## config.mk

```make
export PLATFORM = sky130hd
export DESIGN_NAME = i2c_target_state_control
export DESIGN_NICKNAME = d
export VERILOG_FILES = /design/src/rtl/i2c_pkg.sv /design/src/rtl/i2c_bus_monitor.sv /design/src/rtl/i2c_target_state_control.sv
export SDC_FILE = /design/constraint.sdc
export NUM_CORES = 1
export LEC_CHECK = 0
export ABC_CLOCK_PERIOD_IN_PS = 5270
export CAP_MARGIN = 20
export CORE_ASPECT_RATIO = 0.6
export CORE_MARGIN = 2
export CORE_UTILIZATION = 36
export CTS_CLUSTER_SIZE = 40
export DETAILED_ROUTE_END_ITERATION = 8
export SETUP_SLACK_MARGIN = 0.3
export SLEW_MARGIN = 5
export SYNTH_ARGS = -nofsm -noshare
export SYNTH_HDL_FRONTEND = slang
export SYNTH_SLANG_ARGS = --single-unit
```

## constraint.sdc

```tcl
create_clock -name clk -period 5.27 [get_ports clk]
set_clock_uncertainty 0.1 [all_clocks]
set_input_delay 0.527 -clock clk [delete_from_list [all_inputs] [get_ports clk]]
set_output_delay 0.527 -clock clk [all_outputs]
set_load 0.05 [all_outputs]
```

## src/rtl/i2c_pkg.sv

```systemverilog
// Types and widths shared by the I2C target and initiator state controls.
// No logic; only declarations.
package i2c_pkg;

  localparam int I2C_ADDR_W = 7;
  localparam int I2C_BYTE_W = 8;

  typedef enum logic [3:0] {
    ST_IDLE,
    ST_DEV_ADDR,
    ST_DEV_ACK,
    ST_REG_ADDR,
    ST_REG_ACK,
    ST_WR_DATA,
    ST_WR_ACK,
    ST_RD_DATA,
    ST_RD_ACK,
    ST_IGNORE
  } i2c_state_e;

endpackage

```

## src/rtl/i2c_bus_monitor.sv

```systemverilog
// Synchronises raw SCL/SDA and emits single-cycle SCL edge and START/STOP pulses.
// Pulses appear 2 enabled cycles after the bus change; nothing advances while clk_en is low.
module i2c_bus_monitor (
  input  logic clk,
  input  logic sync_rst,
  input  logic clk_en,
  input  logic scl_in,
  input  logic sda_in,
  output logic scl_rise,
  output logic scl_fall,
  output logic start_det,
  output logic stop_det,
  output logic sda
);

  logic scl_s1, scl_s2, scl_d;
  logic sda_s1, sda_s2, sda_d;

  // Idle bus level is high, so every stage resets to 1.
  always_ff @(posedge clk) begin
    if (!sync_rst) begin
      scl_s1 <= 1'b1;
      scl_s2 <= 1'b1;
      scl_d  <= 1'b1;
      sda_s1 <= 1'b1;
      sda_s2 <= 1'b1;
      sda_d  <= 1'b1;
    end else if (clk_en) begin
      scl_s1 <= scl_in;
      scl_s2 <= scl_s1;
      scl_d  <= scl_s2;
      sda_s1 <= sda_in;
      sda_s2 <= sda_s1;
      sda_d  <= sda_s2;
    end
  end

  assign scl_rise  = clk_en & scl_s2 & ~scl_d;
  assign scl_fall  = clk_en & ~scl_s2 & scl_d;
  assign start_det = clk_en & scl_s2 & scl_d & sda_d & ~sda_s2;
  assign stop_det  = clk_en & scl_s2 & scl_d & ~sda_d & sda_s2;
  assign sda       = sda_s2;

endmodule

```

## src/rtl/i2c_target_state_control.sv

```systemverilog
// I2C target register-access FSM: address match, register pointer, byte write/read handshakes.
// Bus timing set by the controller's SCL; rd_data is taken two enabled cycles after rd_req.
module i2c_target_state_control
  import i2c_pkg::*;
#(
  parameter logic [I2C_ADDR_W-1:0] TARGET_ADDR = 7'h42
) (
  input  logic                  clk,
  input  logic                  sync_rst,
  input  logic                  clk_en,
  input  logic                  scl_in,
  input  logic                  sda_in,
  output logic                  sda_oe,
  output logic [I2C_BYTE_W-1:0] reg_addr,
  output logic                  wr_valid,
  output logic [I2C_BYTE_W-1:0] wr_data,
  output logic                  rd_req,
  input  logic [I2C_BYTE_W-1:0] rd_data,
  output logic                  addressed
);

  i2c_state_e            state;
  logic [3:0]            bit_cnt;
  logic [I2C_BYTE_W-1:0] shift;
  logic [I2C_BYTE_W-1:0] shift_nxt;
  logic                  rw;
  logic                  inc_pending;
  logic [1:0]            ld_rd;
  logic                  scl_rise, scl_fall, start_det, stop_det, sda_s;

  i2c_bus_monitor u_mon (
    .clk       (clk),
    .sync_rst  (sync_rst),
    .clk_en    (clk_en),
    .scl_in    (scl_in),
    .sda_in    (sda_in),
    .scl_rise  (scl_rise),
    .scl_fall  (scl_fall),
    .start_det (start_det),
    .stop_det  (stop_det),
    .sda       (sda_s)
  );

  assign shift_nxt = {shift[I2C_BYTE_W-2:0], sda_s};

  always_ff @(posedge clk) begin
    if (!sync_rst) begin
      state       <= ST_IDLE;
      bit_cnt     <= 4'd0;
      shift       <= '0;
      rw          <= 1'b0;
      inc_pending <= 1'b0;
      ld_rd       <= 2'b00;
      sda_oe      <= 1'b0;
      reg_addr    <= '0;
      wr_data     <= '0;
      wr_valid    <= 1'b0;
      rd_req      <= 1'b0;
      addressed   <= 1'b0;
    end else if (clk_en) begin
      wr_valid    <= 1'b0;
      rd_req      <= 1'b0;
      inc_pending <= 1'b0;
      ld_rd       <= {ld_rd[0], 1'b0};
      if (inc_pending) reg_addr <= reg_addr + 8'd1;
      // Read data is sampled one cycle after the requester has had a cycle to respond.
      if (ld_rd[1]) shift <= rd_data;

      if (stop_det || start_det) begin
        state     <= stop_det ? ST_IDLE : ST_DEV_ADDR;
        bit_cnt   <= 4'd0;
        sda_oe    <= 1'b0;
        addressed <= 1'b0;
        ld_rd     <= 2'b00;
      end else begin
        case (state)
          ST_DEV_ADDR, ST_REG_ADDR, ST_WR_DATA: begin
            if (scl_rise) begin
              shift   <= shift_nxt;
              bit_cnt <= bit_cnt + 4'd1;
              if (bit_cnt == 4'd7) begin
                bit_cnt <= 4'd0;
                if (state == ST_DEV_ADDR) begin
                  if (shift_nxt[7:1] == TARGET_ADDR) begin
                    state <= ST_DEV_ACK;
                    rw    <= shift_nxt[0];
                  end else begin
                    state <= ST_IGNORE;
                  end
                end else if (state == ST_REG_ADDR) begin
                  reg_addr <= shift_nxt;
                  state    <= ST_REG_ACK;
                end else begin
                  wr_data     <= shift_nxt;
                  wr_valid    <= 1'b1;
                  inc_pending <= 1'b1;
                  state       <= ST_WR_ACK;
                end
              end
            end
          end
          ST_DEV_ACK: begin
            if (scl_fall) begin
              if (!sda_oe) begin
                sda_oe    <= 1'b1;
                addressed <= 1'b1;
              end else begin
                sda_oe <= 1'b0;
                state  <= ST_REG_ADDR;
              end
            end else if (scl_rise && rw) begin
              // The falling edge ending this ACK drives the first read bit.
              rd_req  <= 1'b1;
              ld_rd   <= 2'b01;
              bit_cnt <= 4'd0;
              state   <= ST_RD_DATA;
            end
          end
          ST_REG_ACK, ST_WR_ACK: begin
            if (scl_fall) begin
              if (!sda_oe) begin
                sda_oe <= 1'b1;
              end else begin
                sda_oe <= 1'b0;
                state  <= ST_WR_DATA;
              end
            end
          end
          ST_RD_DATA: begin
            if (scl_fall) begin
              if (bit_cnt == 4'd8) begin
                sda_oe  <= 1'b0;
                bit_cnt <= 4'd0;
                state   <= ST_RD_ACK;
              end else begin
                sda_oe  <= ~shift[I2C_BYTE_W-1];
                shift   <= {shift[I2C_BYTE_W-2:0], 1'b0};
                bit_cnt <= bit_cnt + 4'd1;
              end
            end
          end
          ST_RD_ACK: begin
            if (scl_rise) begin
              if (!sda_s) begin
                reg_addr <= reg_addr + 8'd1;
                rd_req   <= 1'b1;
                ld_rd    <= 2'b01;
                bit_cnt  <= 4'd0;
                state    <= ST_RD_DATA;
              end else begin
                addressed <= 1'b0;
                state     <= ST_IGNORE;
              end
            end
          end
          default: ;
        endcase
      end
    end
  end

endmodule

```

==> impl_metrics.toml, run 1 <==
[timing]
rsz0062_at_grt = "no"
fin_crit_ps = 2856
hold_ws_ps = 376.4
slew_headroom_pct = 34.90
drv_slew = 0
fin_tns_setup_ps = 0
setup_viol = 0
finalCritPeriodShare_pct = 54.19
tightest_slew_ps = 972.2
hold_viol = 0
max_freq_mhz = 350.1

[global_route]
gr-total-overflow = 0
grt_max_degree = 28
first_global_vias = 2404
grt_use_met1_pct = 34.95
antenna_found_initial = 0
gr-usage-all-layers_pct = 20.52
grt_pass1_wl_mm = 13.18
grt_use_met3_pct = 5.056
top_usage_layer = "met1"
use_met2_pct = 24.76

[yosys]
syn-num-nets = 344
ys_seq_area_share_pct = 32.85
synth_top_area_share_pct = 32.85
ys_types = 64
ys.flop_type = "dfxtp_1"
ys_ff_latch = 44
synth-edff-count = 0
synth_warnings = 0
synth.largest_area_cell = "dfxtp_1"
synth.avg_cell_area_um2 = 8.175
synthTopCellsByArea = "dfxtp_1 (33%), mux2i_1 (9.3%), nor2_1 (5.3%)"
syn-cell-area_um2 = 2681
ys_async_sr_fraction_pct = 0
syn_inst = 328

[placed_design]
portBuffers = 32
place_area_um2 = 3072
gp_congestion = 0.8804
hpwl_mm = 5.765
dp_cells = 446

[power_and_ir_drop]
comb_power_share_pct = 14.8
pwr-share-seq_pct = 42.6
p_int_mw = 0.6184
sw_frac_of_total_pct = 28.71
clockPowerShare_pct = 42.6
p_sw_mw = 0.2490
powerDensity_nw_per_um2 = 267.4
leakagePower_nw = 1.087
ir_drop_v = 0.0001300

[flow_run]
max_cap_viol_count = 0

[status]
status = "completed"

[clocking]
cts_tree = "yes"
clkTransAtPathRegs_ps = 60
cts_root_buffer = "clkbuf_16"
cts_sinks = 44
hold_buffers = 0
clkLatencyLatePin_ps = 290
cts_setup_buffers = 0
cts_resized = 0
numCtsBuffers = 5
cts_htree_levels = 2
clockBufferDepth = 2

[layout]
syn_to_final_growth_pct = 20.95
final_cell_mix = "dfxtp_1 (44), nor2_1 (38), nand2_1 (32), clkdlybuf4s50_1 (32), mux2i_1 (25)"
antennaDiodeCount = 0
fin_util_pct = 44.81
final_common_cell = "dfxtp_1"
design_area_um2 = 3243
fin_cells = 454
drive_gt1_share_pct = 6.286
nNetsFinal = 365

[die]
die_h_um = 70.85
die_w_um = 115.4
core-area_um2 = 7237
rows = 24
boundaryPins = 33
dieArea_um2 = 8177
initial_core_util_pct = 37.05

[critical_path]
start_kind = "input port"
cp_max_fo = 23
cp_data_required_time_ps = 5380
worstPathArrival_ps = 2970
end_kind = "flop"
path_class = "in -> reg"

[route]
wl_per_cell_um = 17.99
ant_nets = 0
post-route-drc-count = 0
drt_first_pass_iters = 6
wl_mm = 8.167
avgViaCountPerCell = 5.989
drt_iter0_drc = 500
vias = 2719

[hold_path]
min-delay-path-class = "reg -> reg"
[cells in the mapped netlist, types with 3 or more instances]
cell type   n
ha_1        3
nand3b_1    3
nand2_1    32
a21oi_1    18
inv_1      10
nor3b_1     4
a222oi_1   10
nor3_1      5
nor2b_1     5
nand3_1     8
clkbuf_1   15
o211ai_1    4
o22ai_1     9
mux2i_1    25
xnor2_1     4
dfxtp_1    44
xor2_1      6
o2bb2ai_1   8
nor2_1     38
buf_2       4
nand2b_1    3
a31oi_1     3
and3b_1     3
o21ai_0    12
[path summary, 6_finish.rpt]
path | slack (ps) | from | to | cells after the start
setup / recovery | 2410 | clk_en | reg_addr[7] | 8
setup reg to reg | 2560 | state[3] | reg_addr[7] | 6
hold reg to reg | 380 | u_mon.sda_s1 | u_mon.sda_s1 | 2
hold / removal | 380 | u_mon.sda_s1 | u_mon.sda_s1 | 2
[layer usage]
layer  wire length (um)  vias up  share of wire, %
met1               4232     1280                52
met4                 93        0               1.1
met5                  0        -                 0
li1                   -     1268                 -
met3                813       15                10
met2               3027      156                37
[layout make-up]
type                       count  area, um2
multi-input combinational    251       1669
sequential                    44      880.8
timing repair buffer          36      350.3
fill                         711       3994
inverter                      11      41.29
clock buffer                   5      125.1
clock inverter                 3      46.29
tap                          104      130.1
[sequential cells by signal (all words and copies together), names as in the netlist, 2 cells and up]
register / cells
wr_data: 8
state: 4
ld_rd: 2
bit_cnt: 4
reg_addr: 8
shift: 8
[power groups by stage]
stage | Combinational, mW | Sequential, mW | Clock [mW]
floorplan | 0.111 | 0.353 | 0
global placement | 0.127 | 0.377 | 0
detailed placement | 0.124 | 0.375 | 0
CTS | 0.125 | 0.367 | 0.374
global route | 0.140 | 0.371 | 0.391
finish | 0.129 | 0.369 | 0.369
[per-stage QoR]
step                setup WS [ps]  total power, mW
global placement             2194           0.5037
CTS                          2468           0.8670
detailed placement           2172           0.4991
floorplan                    3172           0.4639
finish                       2414           0.8673
global route                 2206           0.9017
[critical path: stages]
cell             delay (ps)
clkdlybuf4s50_1         460
buf_4                   270
nand3b_1                310
nor3_1                  770
a41oi_1                 200
a31oi_1                 180
a21oi_1                  80
o22ai_2                 170
[kinds of logic (layout without fill, tap and decap cells)]
family,count (synthesis),in the layout,share of synthesized area (%)
simple gates,117,117,21.70
compound gates,94,94,25.53
flops,44,44,32.85
buf+inv,33,55,5.086
mux,27,27,10.17
xor+xnor,10,10,3.266
fa+ha+maj,3,3,1.400
No activity file was read; power rests on OpenSTA's default activity.
==> run 2, diff against run 1 <==
--- a/config.mk
+++ b/config.mk
@@ -5,7 +5,7 @@
 export SDC_FILE = /design/constraint.sdc
 export NUM_CORES = 1
 export LEC_CHECK = 0
-export ABC_CLOCK_PERIOD_IN_PS = 5270
+export ABC_CLOCK_PERIOD_IN_PS = 2900
 export CAP_MARGIN = 20
 export CORE_ASPECT_RATIO = 0.6
 export CORE_MARGIN = 2
==> constraint.sdc (replaced) <==
create_clock -name clk -period 2.9 [get_ports clk]
set_clock_uncertainty 0.1 [all_clocks]
set_input_delay 0.29 -clock clk [delete_from_list [all_inputs] [get_ports clk]]
set_output_delay 0.29 -clock clk [all_outputs]
set_load 0.05 [all_outputs]
==> run 2 against run 1 <==
Sequential power rose by 80%. Worst hold slack got worse by 5.2 ps. Sequential share of layout area fell by 0.40 points. Worst setup slack got worse by 1900 ps. First-iteration DRC count fell by 20%. Sequential cell count did not move. Largest cell class unchanged.
==> impl_metrics.toml, run 2 (synthesized netlist as in run 1, its figures left out) <==
[critical_path]
max_stage_delay_ps = 720
cp_slowest_cell = "dfxtp_1"
end_kind = "flop"
path_class = "reg -> reg"
cp_max_fo = 18
start_kind = "flop"
crit_chain = "and4b_1 -> nand2_1 -> o22ai_1 -> o2bb2ai_1 -> a222oi_1 -> nor2_1"
worstPathArrival_ps = 2550
cp_data_required_time_ps = 3020

[layout]
antennaDiodeCount = 0
nFillCells = 703
final_cell_mix = "dfxtp_1 (44), nor2_1 (38), nand2_1 (32), clkdlybuf4s50_1 (32), mux2i_1 (25)"
drive_gt1_share_pct = 8.889
design_area_um2 = 3292
ff_latch_area_um2 = 880.8
fin_cells = 464
final_common_cell = "dfxtp_1"
top_regs = "reg_addr x8, shift x8, wr_data x8"
fin_util_pct = 45.49
syn_to_final_growth_pct = 22.77
multi_input_area_um2 = 1669
nNetsFinal = 376

[hold_path]
min-delay-path-class = "reg -> reg"

[status]
status = "completed"

[power_and_ir_drop]
powerDensity_nw_per_um2 = 447.3
leakagePower_nw = 1.127
ir_drop_v = 0.0002802

[die]
rows = 24
die_h_um = 70.85
die_w_um = 115.4
initial_core_util_pct = 37.05
boundaryPins = 33
dieArea_um2 = 8177
core-area_um2 = 7237

[route]
wl_per_cell_um = 17.56
ant_nets = 0
avgViaCountPerCell = 5.886
drt_first_pass_iters = 5
vias = 2731
post-route-drc-count = 0
wl_mm = 8.148
drt_iter0_drc = 399

[clocking]
cts_sinks = 44
cts_setup_buffers = 0
cts_root_buffer = "clkbuf_16"
clockBufferDepth = 2
clkTransAtPathRegs_ps = 60
cts_resized = 0
numCtsBuffers = 5
cts_tree = "yes"
cts_htree_levels = 2
clkLatencyLatePin_ps = 290
hold_buffers = 0

[timing]
setup_viol = 0
slew_headroom_pct = 47.17
tightest_slew_ps = 789.6
rsz0062_at_grt = "no"
fin_crit_ps = 2427
hold_viol = 0
finalCritPeriodShare_pct = 83.69
max_freq_mhz = 412.1
fin_tns_setup_ps = 0
drv_slew = 0

[placed_design]
gp_congestion = 0.9713
portBuffers = 32
place_area_um2 = 3154
hpwl_mm = 5.858
dp_cells = 457

[global_route]
first_global_vias = 2375
gr-usage-all-layers_pct = 20.65
antenna_found_initial = 0
grt_pass1_wl_mm = 13.08
grt_max_degree = 22
gr-total-overflow = 0

[flow_run]
max_cap_viol_count = 0
[run 2: cell types whose count changed in the layout (fill, tap and decap cells not counted)]
cell | before | now
bufinv_16 | 1 | 0
clkinv_2 | 0 | 1
buf_4 | 4 | 15
inv_6 | 1 | 0
[run 2: where the power goes]
group,internal [mW],switching (mW),total [mW],leakage (nW)
sequential,0.619,0.0461,0.665,0.356
clock,0.313,0.243,0.556,0.0657
combinational,0.104,0.148,0.251,0.705
[run 2: per-stage QoR]
| stage | worst slack (ps) | hold WS (ps) | power [mW] |
|---|---|---|---|
| 2_1_floorplan | 802.4 | 318.4 | 0.8431 |
| 3_3_place_gp | 386.5 | 355.8 | 0.9213 |
| 3_5_place_dp | 296.4 | 357.9 | 0.9195 |
| 4_1_cts | 518.5 | 374.4 | 1.478 |
| 5_1_grt | 377.9 | 403.4 | 1.542 |
| 6_report | 473.1 | 371.2 | 1.473 |
[run 2: final cells by class]
type | instances | share of cell area, %
repair buffers | 47 | 13.15
well taps | 104 | 3.953
clock inverters | 2 | 0.3801
flip-flops and latches | 44 | 26.76
multi-input cells | 251 | 50.70
clock buffers | 5 | 3.801
inverters | 11 | 1.254
[run 2: layer usage]
metal | part of all wire [%] | vias to the layer above | global-route usage, %
met5 | 0 | - | 0
met4 | 0.52 | 0 | 3.347
met3 | 10 | 4 | 4.970
met2 | 37 | 153 | 25.99
met1 | 52 | 1283 | 34.60
li1 | - | 1291 | -
[run 2: final timing paths]
| path | startpoint | endpoint | slack [ps] | cells after the start |
|---|---|---|---|---|
| hold reg to reg | u_mon.scl_s1 | u_mon.scl_s1 | 370 | 2 |
| setup reg to reg | state[2] | shift[1] | 470 | 6 |
| setup / recovery | state[2] | shift[1] | 470 | 6 |
| hold / removal | u_mon.scl_s1 | u_mon.scl_s1 | 370 | 2 |
[run 2: critical path, delay by kind of cell (launching register included)]
family             cells  cell delay [ps]
AOI/OAI and AO/OA      3              880
and+or+nand+nor        3              670
DFF                    1              720
==> run 3, diff against run 2 <==
--- a/config.mk
+++ b/config.mk
@@ -5,7 +5,7 @@
 export SDC_FILE = /design/constraint.sdc
 export NUM_CORES = 1
 export LEC_CHECK = 0
-export ABC_CLOCK_PERIOD_IN_PS = 2900
+export ABC_CLOCK_PERIOD_IN_PS = 2520
 export CAP_MARGIN = 20
 export CORE_ASPECT_RATIO = 0.6
 export CORE_MARGIN = 2
==> constraint.sdc (replaced) <==
create_clock -name clk -period 2.52 [get_ports clk]
set_clock_uncertainty 0.1 [all_clocks]
set_input_delay 0.252 -clock clk [delete_from_list [all_inputs] [get_ports clk]]
set_output_delay 0.252 -clock clk [all_outputs]
set_load 0.05 [all_outputs]
==> run 3 against run 2 <==
Core utilization is 2.0 points higher. Non-clock buffer count increased by 14. Cell area up 4.4%. Clock power is 16% higher. Sequential power grew 12%. Sequential cell count is the same. Critical path type unchanged.
==> impl_metrics.toml, run 3 (synthesized netlist as in run 1, its figures left out) <==
[status]
status = "completed"

[timing]
rsz0062_at_grt = "no"
hold_ws_ps = 374.0
hold_viol = 0
slew_headroom_pct = 62.60
drv_slew = 0
tightest_slew_ps = 560.2
setup_viol = 0
max_freq_mhz = 474.8
setup_slack_ps = 413.9
fin_crit_ps = 2106
fin_tns_setup_ps = 0
finalCritPeriodShare_pct = 83.57

[critical_path]
worstPathArrival_ps = 2230
path_buf_inv = 0
cp_max_fo = 9
crit_chain = "or4b_4 -> or3_4 -> a31o_1 -> a31oi_1 -> a21oi_1 -> o22ai_2"
crit_family = "simple AND/OR/NAND/NOR gates"
rr_endpoint = "reg_addr[7]"
r2r_start = "state[1]"
cp_num_cells = 6
cp_slowest_cell = "or4b_4"
max_stage_delay_ps = 580
end_kind = "flop"
start_kind = "flop"
cp_data_required_time_ps = 2640
r2r_cells = 6
path_class = "reg -> reg"
ff2ff_setup_slack_ps = 410

[die]
rows = 24
initial_core_util_pct = 37.05
die_w_um = 115.4
boundaryPins = 33
dieArea_um2 = 8177
core-area_um2 = 7237
die_h_um = 70.85

[route]
ant_nets = 0
drt_iter0_drc = 264
wl_per_cell_um = 16.90
wl_mm = 8.080
post-route-drc-count = 0
drt_first_pass_iters = 5
vias = 2679
avgViaCountPerCell = 5.605

[layout]
final_cell_mix = "dfxtp_1 (41), nor2_1 (38), nand2_1 (32), clkdlybuf4s50_1 (32), buf_4 (29)"
syn_to_final_growth_pct = 28.18
drive_gt1_share_pct = 14.44
final_common_cell = "dfxtp_1"
multi_input_area_um2 = 1700
nFillCells = 756
nNetsFinal = 390
antennaDiodeCount = 0
top_regs = "reg_addr x8, shift x8, wr_data x8"
ff_latch_area_um2 = 889.6

[global_route]
first_global_vias = 2448
gr-total-overflow = 0
gr-usage-all-layers_pct = 20.42
antenna_found_initial = 0
grt_pass1_wl_mm = 13.09
grt_max_degree = 33

[placed_design]
hpwl_mm = 5.829
pre_cts_slack_ps = 71.57
portBuffers = 32
gp_congestion = 0.9973

[power_and_ir_drop]
p_total_mw = 1.731
ir_drop_v = 0.0002708
leakagePower_nw = 1.211
powerDensity_nw_per_um2 = 503.7

[clocking]
clockBufferDepth = 2
cts_tree = "yes"
cts_root_buffer = "clkbuf_16"
clkLatencyLatePin_ps = 290
cts_htree_levels = 2
numCtsBuffers = 5
clkTransAtPathRegs_ps = 70
cts_sinks = 44

[hold_path]
hold_depth = 2
min-delay-path-class = "reg -> reg"
holdCritStartpoint = "u_mon.scl_s1"
whs_endpoint = "u_mon.scl_s2"

[flow_run]
max_cap_viol_count = 0
-- run 3: changes by cell type in the layout (fill, tap and decap cells not counted), sizes merged --
| cell | previous run | this run |
|---|---|---|
| buf | 15 | 29 |
-- run 3: how the worst max path moves through the flow --
stage / start / endpoint / slack (ps)
after floorplan: reg_addr[0] / reg_addr[6] / 420
after global placement: clk_en / reg_addr[7] / 110
after detailed placement: clk_en / shift[1] / 70
after CTS: clk_en / shift[1] / 350
after global routing: clk_en / bit_cnt[3] / 260
final: state[1] / reg_addr[7] / 410
-- run 3: power by group --
part | total [mW] | internal, mW | switching, mW
Clock | 0.643 | 0.360 | 0.283
Sequential | 0.742 | 0.717 | 0.0256
Combinational | 0.346 | 0.149 | 0.197
-- run 3: routing by layer --
layer / GRT usage [%] / up-vias / share of wire [%]
met2: 25.08 / 116 / 37
met1: 33.74 / 1243 / 53
li1: - / 1316 / -
met3: 7.112 / 4 / 9.9
met5: 0 / - / 0
met4: 2.276 / 0 / 0.37
-- run 3: area by class of cell --
cell class	instances	share of cell area, %
Multi-Input combinational cell	251	49.47
Sequential cell	44	25.88
Timing Repair Buffer	61	15.65
Tap cell	104	3.786
Clock buffer	5	3.640
Inverter	11	1.201
Clock inverter	2	0.3640
-- run 3: through the flow --
| step | util, % | instances | area [um2] |
|---|---|---|---|
| 2_1_floorplan | - | 328 | 2681 |
| 3_3_place_gp | 44.73 | 468 | 3237 |
| 3_5_place_dp | 44.73 | 468 | 3237 |
| 4_1_cts | 46.70 | 475 | 3379 |
| 5_1_grt | 47.49 | 478 | 3437 |
| 6_report | 47.49 | 478 | 3437 |
-- run 3: tightest hold or removal path, cell delays in order, from the launching register on --
cell	delay, ps
dfxtp_1	320
nand2_1	50
o211ai_1	60
-- run 3: repair_timing --
item,in CTS,in global routing
setup buffers,0,3
setup endpoints to repair,1,16
pin swaps,0,4
hold buffers,0,0
resized for setup,1,10
